## src/rtl/imem_uart_loader.sv

```systemverilog
`default_nettype none
// ============================================================================
// Module      : imem_uart_loader
// Description : UART program loader. Receives 8N1 bytes on rx, parses a frame
//               (16-bit little-endian word count N, then N little-endian
//               32-bit words) and writes each word into instruction memory.
//               The core is held in reset while a frame is being loaded.
// Ports       : clk       - system clock
//               reset     - synchronous active-high reset
//               rx        - UART serial input (idle high, asynchronous)
//               we/a/wd   - imem write port (byte address = word index * 4)
//               busy      - frame load in progress
//               cpu_reset - core reset (reset OR busy)
//               done      - last frame completed successfully
//               err       - sticky framing / oversize error
// Revision    : 1.0 - initial release
// ============================================================================
module imem_uart_loader #(
    parameter int CLKS_PER_BIT = 868,   // must be >= 4
    parameter int MAX_WORDS    = 64
) (
    input  logic        clk,
    input  logic        reset,
    input  logic        rx,
    output logic        we,
    output logic [31:0] a,
    output logic [31:0] wd,
    output logic        busy,
    output logic        cpu_reset,
    output logic        done,
    output logic        err
);

    localparam int             c_CNT_W     = $clog2(CLKS_PER_BIT);
    localparam logic [c_CNT_W-1:0] c_BIT_LAST  = c_CNT_W'(CLKS_PER_BIT - 1);
    localparam logic [c_CNT_W-1:0] c_HALF_LAST = c_CNT_W'(CLKS_PER_BIT / 2 - 1);
    localparam logic [15:0]    c_MAX_WORDS = 16'(MAX_WORDS);

    // RX state encoding
    localparam logic [1:0] R_IDLE  = 2'd0;
    localparam logic [1:0] R_START = 2'd1;
    localparam logic [1:0] R_DATA  = 2'd2;
    localparam logic [1:0] R_STOP  = 2'd3;

    // Loader state encoding
    localparam logic [1:0] L_IDLE  = 2'd0;
    localparam logic [1:0] L_CNT   = 2'd1;
    localparam logic [1:0] L_DATA  = 2'd2;
    localparam logic [1:0] L_DONE  = 2'd3;

    // ------------------------------------------------------------------
    // rx synchronizer; preset high so reset never looks like a start bit
    // ------------------------------------------------------------------
    logic r_rxMeta;
    logic r_rxSync;
    logic r_rxPrev;

    always_ff @(posedge clk) begin
        if (reset) begin
            r_rxMeta <= 1'b1;
            r_rxSync <= 1'b1;
            r_rxPrev <= 1'b1;
        end else begin
            r_rxMeta <= rx;
            r_rxSync <= r_rxMeta;
            r_rxPrev <= r_rxSync;
        end
    end

    // ------------------------------------------------------------------
    // RX FSM
    // ------------------------------------------------------------------
    logic [1:0]         r_rxState;
    logic [1:0]         w_rxNext;
    logic [c_CNT_W-1:0] r_clkCnt;
    logic [2:0]         r_bitIdx;
    logic [7:0]         r_rxShift;   // holds the received byte after the stop bit
    logic               r_byteValid;
    logic               r_frameErr;

    wire w_cntBitLast  = (r_clkCnt == c_BIT_LAST);
    wire w_cntHalfLast = (r_clkCnt == c_HALF_LAST);

    always_ff @(posedge clk) begin
        if (reset) r_rxState <= R_IDLE;
        else       r_rxState <= w_rxNext;
    end

    always_comb begin
        w_rxNext = r_rxState;
        case (r_rxState)
            R_IDLE:  if (r_rxPrev && !r_rxSync) w_rxNext = R_START;
            R_START: if (w_cntHalfLast) w_rxNext = r_rxSync ? R_IDLE : R_DATA;
            R_DATA:  if (w_cntBitLast && (r_bitIdx == 3'd7)) w_rxNext = R_STOP;
            R_STOP:  if (w_cntBitLast) w_rxNext = R_IDLE;
            default: w_rxNext = R_IDLE;
        endcase
    end

    always_ff @(posedge clk) begin
        if (reset) begin
            r_clkCnt    <= '0;
            r_bitIdx    <= 3'd0;
            r_rxShift   <= 8'd0;
            r_byteValid <= 1'b0;
            r_frameErr  <= 1'b0;
        end else begin
            r_byteValid <= 1'b0;
            r_frameErr  <= 1'b0;
            case (r_rxState)
                R_IDLE: begin
                    r_clkCnt <= '0;
                    r_bitIdx <= 3'd0;
                end
                R_START: begin
                    // Counter restarts at the start-bit centre so later samples
                    // land mid-bit.
                    r_clkCnt <= w_cntHalfLast ? '0 : r_clkCnt + 1'b1;
                end
                R_DATA: begin
                    if (w_cntBitLast) begin
                        r_clkCnt  <= '0;
                        r_rxShift <= {r_rxSync, r_rxShift[7:1]};
                        r_bitIdx  <= r_bitIdx + 3'd1;
                    end else begin
                        r_clkCnt <= r_clkCnt + 1'b1;
                    end
                end
                R_STOP: begin
                    if (w_cntBitLast) begin
                        r_clkCnt <= '0;
                        if (r_rxSync) r_byteValid <= 1'b1;
                        else          r_frameErr  <= 1'b1;
                    end else begin
                        r_clkCnt <= r_clkCnt + 1'b1;
                    end
                end
                default: r_clkCnt <= '0;
            endcase
        end
    end

    // ------------------------------------------------------------------
    // Loader FSM
    // ------------------------------------------------------------------
    logic [1:0]  r_ldState;
    logic [1:0]  w_ldNext;
    logic [7:0]  r_countLo;
    logic [15:0] r_wordCount;
    logic [15:0] r_wordIdx;
    logic [1:0]  r_byteIdx;
    logic [23:0] r_wordBuf;      // lanes 0..2; lane 3 comes straight from the byte

    wire [15:0] w_count    = {r_rxShift, r_countLo};
    wire        w_lastByte = (r_byteIdx == 2'd3);
    wire        w_lastWord = (r_wordIdx == (r_wordCount - 16'd1));

    always_ff @(posedge clk) begin
        if (reset) r_ldState <= L_IDLE;
        else       r_ldState <= w_ldNext;
    end

    always_comb begin
        w_ldNext = r_ldState;
        case (r_ldState)
            L_IDLE: if (r_byteValid) w_ldNext = L_CNT;
            L_CNT: begin
                if (r_frameErr) begin
                    w_ldNext = L_IDLE;
                end else if (r_byteValid) begin
                    if (w_count == 16'd0)             w_ldNext = L_DONE;
                    else if (w_count > c_MAX_WORDS)   w_ldNext = L_IDLE;
                    else                              w_ldNext = L_DATA;
                end
            end
            L_DATA: begin
                if (r_frameErr)                                    w_ldNext = L_IDLE;
                else if (r_byteValid && w_lastByte && w_lastWord)  w_ldNext = L_DONE;
            end
            L_DONE:  w_ldNext = L_IDLE;
            default: w_ldNext = L_IDLE;
        endcase
    end

    always_ff @(posedge clk) begin
        if (reset) begin
            we          <= 1'b0;
            a           <= 32'd0;
            wd          <= 32'd0;
            busy        <= 1'b0;
            done        <= 1'b0;
            err         <= 1'b0;
            r_countLo   <= 8'd0;
            r_wordCount <= 16'd0;
            r_wordIdx   <= 16'd0;
            r_byteIdx   <= 2'd0;
            r_wordBuf   <= 24'd0;
        end else begin
            we <= 1'b0;
            if (r_frameErr) err <= 1'b1;
            case (r_ldState)
                L_IDLE: begin
                    if (r_byteValid) begin
                        r_countLo <= r_rxShift;
                        busy      <= 1'b1;
                        done      <= 1'b0;
                    end
                end
                L_CNT: begin
                    if (r_frameErr) begin
                        busy <= 1'b0;
                        done <= 1'b0;
                    end else if (r_byteValid) begin
                        r_wordCount <= w_count;
                        r_wordIdx   <= 16'd0;
                        r_byteIdx   <= 2'd0;
                        if (w_count > c_MAX_WORDS) begin
                            err  <= 1'b1;
                            busy <= 1'b0;
                        end
                    end
                end
                L_DATA: begin
                    if (r_frameErr) begin
                        busy <= 1'b0;
                        done <= 1'b0;
                    end else if (r_byteValid) begin
                        if (w_lastByte) begin
                            we        <= 1'b1;
                            a         <= {14'd0, r_wordIdx, 2'b00};
                            wd        <= {r_rxShift, r_wordBuf};
                            r_wordIdx <= r_wordIdx + 16'd1;
                            r_byteIdx <= 2'd0;
                        end else begin
                            case (r_byteIdx)
                                2'd0:    r_wordBuf[7:0]   <= r_rxShift;
                                2'd1:    r_wordBuf[15:8]  <= r_rxShift;
                                default: r_wordBuf[23:16] <= r_rxShift;
                            endcase
                            r_byteIdx <= r_byteIdx + 2'd1;
                        end
                    end
                end
                L_DONE: begin
                    busy <= 1'b0;
                    done <= 1'b1;
                end
                default: busy <= 1'b0;
            endcase
        end
    end

    assign cpu_reset = reset | busy;

endmodule
`default_nettype wire

```

## config.mk

```make
export PLATFORM = sky130hd
export DESIGN_NAME = imem_uart_loader
export DESIGN_NICKNAME = d
export VERILOG_FILES = /design/src/rtl/imem_uart_loader.sv
export SDC_FILE = /design/constraint.sdc
export NUM_CORES = 1
export LEC_CHECK = 0
export CAP_MARGIN = 30
export CORE_MARGIN = 2
export CORE_UTILIZATION = 56
export CTS_CLUSTER_DIAMETER = 80
export CTS_CLUSTER_SIZE = 12
export DETAILED_ROUTE_END_ITERATION = 7
export PLACE_DENSITY = 0.8
export SYNTH_ARGS = -nofsm -noshare
export SYNTH_HDL_FRONTEND = slang
export SYNTH_SLANG_ARGS = --single-unit
```

## constraint.sdc

```tcl
create_clock -name clk -period 3.2 [get_ports clk]
set_clock_uncertainty 0.1 [all_clocks]
set_input_delay 0.64 -clock clk [delete_from_list [all_inputs] [get_ports clk]]
set_output_delay 0.64 -clock clk [all_outputs]
set_load 0.1 [all_outputs]
```

# Word-level counts from Yosys, hierarchy flattened
# Index checks and enable logic that the tools add are counted.
[op_classes]
n_addsub = 5
bitwise_logic = 8
n_eq_ne = 28
n_lt_le_gt_ge = 1
reduce_logical = 30
mux = 47
[ops]
columns = ["operator", "count"]
rows = [
  ["$mux 16", 5],
  ["$mux 2", 17],
  ["$pmux 16 s2", 1],
  ["$pmux 10 s3", 1],
  ["$ne 2x2->1 const B", 12],
  ["$mux 10", 2],
  ["$reduce_and 5->1", 4],
  ["$add 16x1->16 const B", 1],
  ["$eq 16x16->1", 1],
  ["$gt 16x7->1 const B", 1],
  ["$logic_not 16->1", 1],
  ["$pmux 2 s4", 2],
  ["$sub 16x1->16 const B", 1],
  ["$mux 1", 14],
  ["$reduce_and 4->1", 3],
  ["$add 10x1->10 const B", 1],
  ["$eq 10x10->1 const B", 1],
  ["$eq 10x9->1 const B", 1],
  ["$eq 2x2->1 const B", 5],
  ["$ne 3x3->1 const B", 3],
  ["$reduce_and 2->1", 4],
  ["$not 1->1", 7],
  ["$eq 2x1->1 const B", 3],
  ["$logic_not 2->1", 3],
  ["other kinds (18)", 25],
]
[totals]
output_inout_bits = 69
word_cells = 142
reg_bits = 148
input_bits = 3

# Depth between registers and ports, before layout
[logic_depth]
ltp_word = 6
depth_mapped = 10
mapped_depth_nobuf = 9

# Worst setup path before layout
# Ideal clock, no wire load.
[synth_path]
path_kind = "register to register"
startpoint = "register r_wordCount[0]"
endpoint = "register r_ldState[0]"
path_stages_with_launch = 10
arrival_ns = 2.164
slack_ns = 0.812
setup_ns = 0.123
period_less_slack_ns = 2.388
cell_sequence = "dfxtp_1 inv_1 ha_1 nor4b_2 nand2_1 nor3_1 xnor2_1 nand3_1 o41ai_2 mux2_1"
[synth_between]
elab_chain_cells = 5
[synth_rtl]
columns = ["element", "line", "rtl"]
rows = [
  ["start, declared", "149", "logic [15:0] r_wordCount;"],
  ["start signal, assigned", "214", "r_wordCount <= w_count;"],
  ["$sub 16x1->16", "156", "wire w_lastWord = (r_wordIdx == (r_wordCount - 16'd1));"],
  ["$eq 16x16->1", "156", ""],
  ["$logic_and 1x1->1", "178", "else if (r_byteValid && w_lastByte && w_lastWord) w_ldNext = L_DONE;"],
  ["$ne 3x3->1 (no source line)", "n/a", ""],
  ["$reduce_and 3->1 (no source line)", "n/a", ""],
  ["end signal, assigned", "160", "else r_ldState <= w_ldNext;"],
  ["end, declared", "146", "logic [1:0] r_ldState;"],
]
# Every way passes these cells.
# A chain may end at the register's enable or synchronous reset.

# Worst setup path after layout
# Same ends and word-level chain as after synthesis.

==> flow_metrics.env <==
export IMPL_clk_pin_slew_ps=60
export IMPL_timing_final_crit_share=0.870
export IMPL_n_fill_cell=875
export IMPL_slowest_delay_ps=450
export IMPL_tritoncts="built"
export IMPL_hold_worst_slack_ps=311
export IMPL_fp_row_count=38
export IMPL_rr_worst_depth=9
export IMPL_drt_wirelength_per_cell_um=15.2
export IMPL_setup_tns_ps=0
export IMPL_hold_class="reg2reg"
export IMPL_post_cts_resized=0
export IMPL_layout_common_cells="nand2_1, dfxtp_1, a21oi_1, nor2_1, buf_4"
export IMPL_worst_setup_path_type="reg2reg"
export IMPL_gp_congestion=0.941
export IMPL_port_buffers=55
export IMPL_dieArea_um2=12200
export IMPL_clockRootBuffer="clkbuf_16"
export IMPL_grt_max_degree=51
export IMPL_htree_levels=4
export IMPL_antenna_cells=0
export IMPL_drcViolationCount=0
export IMPL_synth_distinct_cells=55
export IMPL_path_cells="inv_1 > ha_1 > nor4b_2 > nand2_1 > nor3_1 > xnor2_1 > nand3_1 > o41ai_2 > mux2_1"
export IMPL_worstPathRequired_ps=3390
export IMPL_worst_path_max_delay_cell="nor4b_2"
export IMPL_synthToLayoutAreaGrowth_pct=15.2
export IMPL_crit_path_end_kind="register"
export IMPL_start_util=0.579
export IMPL_status="complete, no violations"
export IMPL_worst_pin_slew_ps=636
export IMPL_switching_share=0.229
export IMPL_internal_power_mw=3.06
export IMPL_worstSkewPairLatency_ps=410
export IMPL_synth_async_sr_flop_share=0
export IMPL_ys_warn_count=0
export IMPL_postLayoutSetupSlackWorst_ps=417
export IMPL_cp_arrival_ps=2980
export IMPL_crit_buf_inv=1
export IMPL_die_y_um=111
export IMPL_yosysSeqAreaShare=0.466
export IMPL_leakage_nw=2.85
export IMPL_gr_total_overflow=0
export IMPL_period_minus_slack_ps=2780
export IMPL_drive_gt1_frac=0.125
export IMPL_vias_per_cell=5.56
export IMPL_final_common_cell="nand2_1"
export IMPL_ys_ff_latch=148
export IMPL_nNetsFinal=821
export IMPL_slew_headroom=0.576
export IMPL_coreArea_um2=11000
export IMPL_hpwl_um=9950
export IMPL_clock_fmax_mhz=359
export IMPL_maxCapViolCount=0
export IMPL_routed_wl_um=14500
export IMPL_hold_path_cell_count=1
export IMPL_cp_top_family="simple AND/OR/NAND/NOR gates"
export IMPL_start_kind="register"
export IMPL_ios=72
export IMPL_synth_enable_flop_cells=0
export IMPL_ctsHoldBuffers=0
export IMPL_switchingPower_mw=0.911
export IMPL_grt_pass1_wl_um=24200
export IMPL_antenna_found_initial=0
export IMPL_cp_num_cells=9
export IMPL_slew_violations=0
export IMPL_syn_area_um2=6360
export IMPL_post_cts_buffers=0
export IMPL_p_per_area_nw_per_um2=542
export IMPL_netlist_instances=772
export IMPL_drtIter0Drc=386
export IMPL_finalSetupViolations=0
export IMPL_die_w_um=111
export IMPL_dp_slack_ps=466
export IMPL_power_frac_clock=0.482
export IMPL_groute_usage_overall=0.241
export IMPL_cts_sinks=148
export IMPL_cts_buffer_depth=2
export IMPL_crit_fanout=5
export IMPL_dr_pass1_iters=4
export IMPL_synth_area_per_cell_um2=8.24
export IMPL_ant_nets=0
export IMPL_seqPwrFrac=0.467
export IMPL_numCtsBuffers=17
export IMPL_grt_pass1_vias=5088
export IMPL_hold_violations=0
export IMPL_irDropWorstVdd_mv=0.467
export IMPL_combPwrFrac=0.051
export IMPL_vias=5303
export IMPL_rsz0062_at_grt="false"
export IMPL_synth_ff_type="dfxtp_1"
==> layer usage <==
layer  up-vias  GRT usage  wire length, um
met5         -          0                0
met4         0      0.103              294
met3        22     0.0505              738
met2       178      0.411             7230
met1      2507      0.294             6200
li1       2596          -                -
==> final cells by class <==
class | instances | area (um^2) | share of cell area
multi-input combinational | 558 | 3080 | 0.421
clock inverter | 8 | 100 | 0.0137
clock buffer | 22 | 464 | 0.0633
timing repair buffer | 63 | 488 | 0.0666
tap | 140 | 175 | 0.0239
sequential | 148 | 2960 | 0.404
inverter | 15 | 56.3 | 0.00768
==> power groups by stage <==
stage                     logic [mW]  clock network, mW  registers (mW)
after floorplan                0.179                  0            1.91
after global placement         0.197                  0            1.89
after detailed placement       0.199                  0            1.90
after CTS                      0.200               1.94            1.86
after global routing           0.213               2.02            1.86
final                          0.202               1.92            1.86
==> metrics by stage <==
| stage | instance area (um^2) | power (mW) | std cells | util |
|---|---|---|---|---|
| final | 7330 | 3.97 | 954 | 0.667 |
| after global routing | 7330 | 4.09 | 954 | 0.667 |
| after CTS | 7330 | 3.99 | 954 | 0.667 |
| after detailed placement | 6760 | 2.09 | 924 | 0.616 |
| after global placement | 6760 | 2.09 | 924 | 0.616 |
| after floorplan | 6420 | 2.08 | 787 | - |
==> registers in the layout, summed over array words and instances (netlist names), named ones only <==
register and count:
err 1, r_byteIdx 2, r_rxState 1, r_rxShift 8
r_frameErr 1, busy 1, r_countLo 8, r_bitIdx 3
wd 32, r_rxMeta 1, we 1, r_byteValid 1
r_rxSync 1, r_wordBuf 24, a 16, r_ldState 2
r_wordIdx 16, r_wordCount 16, done 1, r_rxPrev 1
r_clkCnt 10
==> logic make-up after synthesis <==
kind of cell    count (synthesis)  synth area share
compound gates                123             0.108
xor+xnor                       42            0.0590
fa+ha+maj                      15            0.0295
buf+inv                        81            0.0590
flops                         148             0.466
mux                            31            0.0492
other cells                     1          0.000589
simple gates                  331             0.229
==> path summary, 6_finish.rpt <==
| kind | slack (ps) | to | from |
|---|---|---|---|
| worst max-delay path | 420 | r_ldState[0] | r_wordCount[0] |
| worst min-delay path | 310 | r_rxSync | r_rxMeta |
| worst max register to register | 420 | r_ldState[0] | r_wordCount[0] |
| worst min register to register | 310 | r_rxSync | r_rxMeta |
==> cell usage after synthesis (all sizes together) (3+ instances only) <==
library cell	n	area share
nand2	173	0.10
dfxtp	148	0.47
a21oi	89	0.070
nor2	78	0.046
clkbuf	45	0.027
mux2i	29	0.046
nand3	23	0.018
xnor2	22	0.030
buf	21	0.024
xor2	20	0.029
ha	15	0.029
inv	15	0.0088
nor3	11	0.011
o21ai	11	0.0087
nand4	10	0.0098
nand2b	6	0.0059
or2	6	0.0059
nor4	5	0.0073
a31oi	4	0.0039
and3	4	0.0039
or3	4	0.0039
a2111oi	3	0.0043
a21o	3	0.0035
Note: power is estimated with default switching activity, not from simulation.
